**config.mk**
```make
export PLATFORM = sky130hd
export DESIGN_NAME = alu_shift_add_multiplier
export DESIGN_NICKNAME = d
export VERILOG_FILES = /design/src/rtl/alu_shift_add_multiplier.sv
export SDC_FILE = /design/constraint.sdc
export NUM_CORES = 1
export LEC_CHECK = 0
export CAP_MARGIN = 20
export CORE_AREA = 3 3 84 54
export DETAILED_ROUTE_END_ITERATION = 16
export DIE_AREA = 0 0 87 57
export DONT_BUFFER_PORTS = 1
export PLACE_DENSITY = 0.72
export SKIP_CTS_REPAIR_TIMING = 1
export SLEW_MARGIN = 20
export SYNTH_ARGS = -nofsm -noshare
export SYNTH_HDL_FRONTEND = slang
export SYNTH_SLANG_ARGS = --single-unit
```
**constraint.sdc**
```tcl
create_clock -name Clk -period 1.6 [get_ports Clk]
set_clock_uncertainty 0.15 [all_clocks]
set_input_delay 0.08 -clock Clk [delete_from_list [all_inputs] [get_ports Clk]]
set_output_delay 0.08 -clock Clk [all_outputs]
set_load 0.1 [all_outputs]
```
**src/rtl/alu_shift_add_multiplier.sv**
```systemverilog
// rtl/alu_shift_add_multiplier.sv - unsigned 8x8 shift-and-add multiplier sequencing the shared ALU adder
// The adder is external: this block drives AddX/AddY/AddCin and samples AddSum/AddCout in ADD.

module alu_shift_add_multiplier (
   input  logic        Clk,
   input  logic        Rst,
   input  logic        Start,
   input  logic [7:0]  A,
   input  logic [7:0]  B,
   input  logic [7:0]  AddSum,
   input  logic        AddCout,
   output logic [7:0]  AddX,
   output logic [7:0]  AddY,
   output logic        AddCin,
   output logic        AddSel,
   output logic        Busy,
   output logic        Done,
   output logic [15:0] Product
);

   typedef enum logic [1:0] {
      S_IDLE  = 2'd0,
      S_ADD   = 2'd1,
      S_SHIFT = 2'd2,
      S_DONE  = 2'd3
   } state_t;

   state_t      state_q, state_d;
   logic [7:0]  m_q, m_d;
   logic [7:0]  hi_q, hi_d;
   logic [7:0]  lo_q, lo_d;
   logic        c_q, c_d;
   logic [2:0]  cnt_q, cnt_d;
   logic [15:0] product_q, product_d;

   always_ff @(posedge Clk) begin
      if (Rst) begin
         state_q   <= S_IDLE;
         m_q       <= 8'h00;
         hi_q      <= 8'h00;
         lo_q      <= 8'h00;
         c_q       <= 1'b0;
         cnt_q     <= 3'd0;
         product_q <= 16'h0000;
      end else begin
         state_q   <= state_d;
         m_q       <= m_d;
         hi_q      <= hi_d;
         lo_q      <= lo_d;
         c_q       <= c_d;
         cnt_q     <= cnt_d;
         product_q <= product_d;
      end
   end

   always_comb begin
      state_d = state_q;
      case (state_q)
         S_IDLE:  if (Start) state_d = S_ADD;
         S_ADD:   state_d = S_SHIFT;
         S_SHIFT: state_d = (cnt_q == 3'd7) ? S_DONE : S_ADD;
         S_DONE:  state_d = S_IDLE;
         default: state_d = S_IDLE;
      endcase
   end

   always_comb begin
      m_d       = m_q;
      hi_d      = hi_q;
      lo_d      = lo_q;
      c_d       = c_q;
      cnt_d     = cnt_q;
      product_d = product_q;
      case (state_q)
         S_IDLE: begin
            if (Start) begin
               m_d   = A;
               lo_d  = B;
               hi_d  = 8'h00;
               c_d   = 1'b0;
               cnt_d = 3'd0;
            end
         end
         S_ADD: begin
            if (lo_q[0]) begin
               hi_d = AddSum;
               c_d  = AddCout;
            end else begin
               c_d  = 1'b0;
            end
         end
         S_SHIFT: begin
            // Carry re-enters at the top so 0xFF x 0xFF stays exact.
            hi_d  = {c_q, hi_q[7:1]};
            lo_d  = {hi_q[0], lo_q[7:1]};
            c_d   = 1'b0;
            cnt_d = cnt_q + 3'd1;
            if (cnt_q == 3'd7) begin
               product_d = {c_q, hi_q, lo_q[7:1]};
            end
         end
         default: ;
      endcase
   end

   always_comb begin
      Busy    = (state_q == S_ADD) || (state_q == S_SHIFT);
      AddSel  = Busy;
      Done    = (state_q == S_DONE);
      AddX    = hi_q;
      AddY    = m_q;
      AddCin  = 1'b0;
      Product = product_q;
   end

endmodule
```
==> results.md <==
- The endpoint type of the worst setup path is a flip-flop.
- The net count of the mapped netlist is about 270.
- The die is 57 um tall.
- After clock tree synthesis, the clock-pin slew on the worst setup and hold paths is 0.09 ns.
- Yosys printed 0 warnings.
- The total cell area at the placement stage is approximately 2400 um2.
- The first-pass GRT wire length is 7620 um.
- The post-synthesis cell type with the largest combined area is dfxtp_1.
- After floorplanning, the core was sized to cover approximately 3700 um2.
- The number of optimization iterations in the first detailed-route pass is 4.
- The number of pins with negative max-slew slack in the final report is 0.
- The startpoint type of the worst setup path is a flip-flop.
- The signed area change from the synthesized netlist to the final layout is 37.7%.
- The flow ran to the end, and the final reports show no timing, DRC or antenna violations.
- The power density over the cells is 1330 nW/um2.
- The required time of the worst setup path is 1.66 ns.
- For the worst-skew pair, the clock arrives at the later sink with an insertion delay of 0.30 ns.
- The total global routing track utilization is about a fifth.
- The number of levels the H-tree was split into is 2.
- The final global-route overflow total is 0.
- In the routed design, unresolved DRC markers number 0.
- After the flow finishes, the layout carries non-filler instances totaling about 340.
- The area occupied by registers is approximately 930 um2.
- The total die area is around 5000 um2.
- The wire-length estimate of the detail-placed layout is about 3200 um.
- The number of different library cells used by synthesis comes to 31.
- During I/O placement, the number of pins put on the boundary was 64.
- The share of synthesized area in the top cell type comes to between 40 and 50%.
- The average via count per standard cell is 5.55.
- The final routed wirelength across all metal layers is between 5000 and 6000 um.
- The routability-driven placement congestion ratio is 0.766.
- The number of port buffers is 0.
- In this run the cell area of the synthesized design comes to between 2000 and 2500 um2.
- The post-route core utilization is 76.7%.
- TritonCTS built the clock tree.
- The die width is 87 um.
- Setup violations remaining at the end of the flow were counted as 0.
- Of the cells placed in the final design, the portion with a size suffix greater than 1 is a little over a quarter.
- The share of synthesized area occupied by flip-flops and latches is between 40% and 50%.
- Measured against its own limit, the worst slew margin works out to 65.9%.
- The number of DRC markers after the initial detailed-route iteration is 126.
- The multi-input combinational cells in the finished layout cover a total of about 1100 um2.
- The setup check on the worst reg-to-reg path leaves a slack of 0.03 ns.
- The kind of critical path is reg2reg.
- For this configuration, the core starts out at a cell density of roughly 56%.
- The cell sitting at the root of the clock tree is a clkbuf_8.
- The transition time at the pin with the least slew margin is slightly above 0.5 ns.
- The analysis attributes to cell leakage a power of about 1.1 nW.
- The final layout contains around 320 nets.
- The count of maximum capacitance violations is 0.
- The min-delay analysis places its worst path in the category in2reg.
- The hold violation total from the final report is 0.
- By area the synthesized netlist is led by dfxtp_1, nand2_1, mux2i_1, a21oi_1, a211oi_2.
- The via count of the first global-routing pass is around 1.5k.
- The average cell area after synthesis is 9.06 um2.
- The worst vdd rail ir drop is approximately 1.7 mV.
- The worst path arrival time is around 1.6 ns.
- The achievable frequency is roughly 640 MHz.
- The number of core rows is 17.
- The count of vias placed by the detailed router is around 1.9k.
- The biggest fanout along the worst timing path is 16.
- Entering global routing, the biggest net connects between 40 and 50 pins.
- The number of antenna violations at the first check in global routing is 0.
- The final period utilization is 98.4%.
- The number of flip-flops and latches in the synthesized netlist is 46.
- After routing the design area is around 2900 um2.
- Synthesis produced about 230 cells.
- The count of nets left with antenna violations once routing finished came out at 0.
- In the final routed layout, each cell accounts on average for between 15 and 20 um.
- Summed over all failing endpoints, the final setup total negative slack is 0 ns.
- After detailed placement, the design holds a cell count of 300.
- The clock net in this run drives a total of between 40 and 50 sinks.
- The final antenna diode count is 0.
- The maximum count of clock buffers along a single path is 2.
- The number of buffers created by CTS is 5.
- Across all hold checks on the routed design, the worst slack comes to 0.00248 ns.
- The number of inserted filler cells in the final layout is between 200 and 300.
- The post-layout minimum cycle time is approximately 1.6 ns.
## final timing paths
kind                            depth (start not counted)        from         end
worst max-delay path                                    5  state_q[0]     lo_q[3]
worst min-delay path                                    2       Start  state_q[1]
worst min register to register                          2  Product[3]  Product[3]
worst max register to register                          5  state_q[0]     lo_q[3]
## stage by stage
stage	setup slack, ns	total power, W
final	0.0260	0.00381
after global routing	-0.0461	0.00395
after CTS	-0.122	0.00365
after detailed placement	-0.0897	0.00267
after global placement	-0.0374	0.00265
after floorplan	0.00567	0.00245
## layout make-up
| type | instances | area share, % |
|---|---|---|
| inverter | 3 | 0.482 |
| clock buffer | 7 | 3.77 |
| sequential | 46 | 32.5 |
| clock inverter | 1 | 1.05 |
| multi-input combinational | 161 | 37.8 |
| timing repair buffer | 71 | 22.3 |
| tap | 47 | 2.06 |
## synth_stat cells
cell type	n
or3_1	1
mux2_4	1
buf_2	10
inv_1	3
a211oi_1	1
nand2_1	50
a311oi_1	1
conb_1	1
nor2b_1	1
buf_1	1
nand3b_1	1
a211o_1	1
nor2_2	2
nand2_2	1
nand3_1	9
mux2i_1	17
and2_1	1
a211oi_2	8
clkbuf_1	2
a21oi_1	27
dfxtp_1	46
a22o_1	8
nand2b_1	9
nor3_1	1
o21ai_0	1
ha_1	8
buf_4	3
a32oi_1	2
nor2b_4	1
buf_6	3
nor2_1	8
## metal layers
metal	vias up	global-route usage [%]	part of all wire, %	wire [um]
li1	897	-	-	-
met1	887	29.1	44	2470
met2	73	27.2	47	2650
met3	7	5.48	7.5	421
met4	0	5.11	1.2	70
met5	-	0	0	0
## layout by cell type, fill, tap and decap left out, types with 2 or more instances in the layout
cell type / netlist / layout
a32oi_1: 2 / 2
nand3_1: 9 / 9
nand2_1: 50 / 50
nor2_2: 2 / 3
a21oi_1: 27 / 27
nor2_1: 8 / 7
a211oi_2: 8 / 8
buf_4: 3 / 41
ha_1: 8 / 5
mux2i_1: 17 / 16
nand2b_1: 9 / 9
clkbuf_8: 0 / 6
dfxtp_2: 0 / 2
dfxtp_1: 46 / 43
a22o_1: 8 / 8
buf_12: 0 / 3
ha_4: 0 / 2
dlygate4sd3_1: 0 / 27
## worst max-delay path, stage by stage, from the launching register on
cell,delay [ns]
dfxtp_4,0.36
inv_4,0.07
ha_1,0.26
mux2_4,0.34
nor2_1,0.08
a211oi_2,0.22
## kinds of logic (layout without fill, tap and decap cells)
kind of cell	count (synthesis)	count (layout)	share of synthesized area, %
compound gates	49	49	17.0
fa+ha+maj	8	8	4.83
other cells	1	1	0.181
flops	46	46	44.4
buf+inv	22	82	6.21
mux	18	18	8.93
simple gates	85	85	18.5
## state kept, by name, indices dropped and copies added (netlist names)
register and flops:
lo_q 8, cnt_q 3, AddX 8, state_q 2, c_q 1, AddY 8, Product 16
## power breakdown
part | total, W | internal [W] | switching (W)
Sequential | 0.00133 | 0.00125 | 0.0000808
Combinational | 0.00148 | 0.000531 | 0.000948
Clock | 0.00100 | 0.000604 | 0.000398
(Power assumes the default switching activity.)
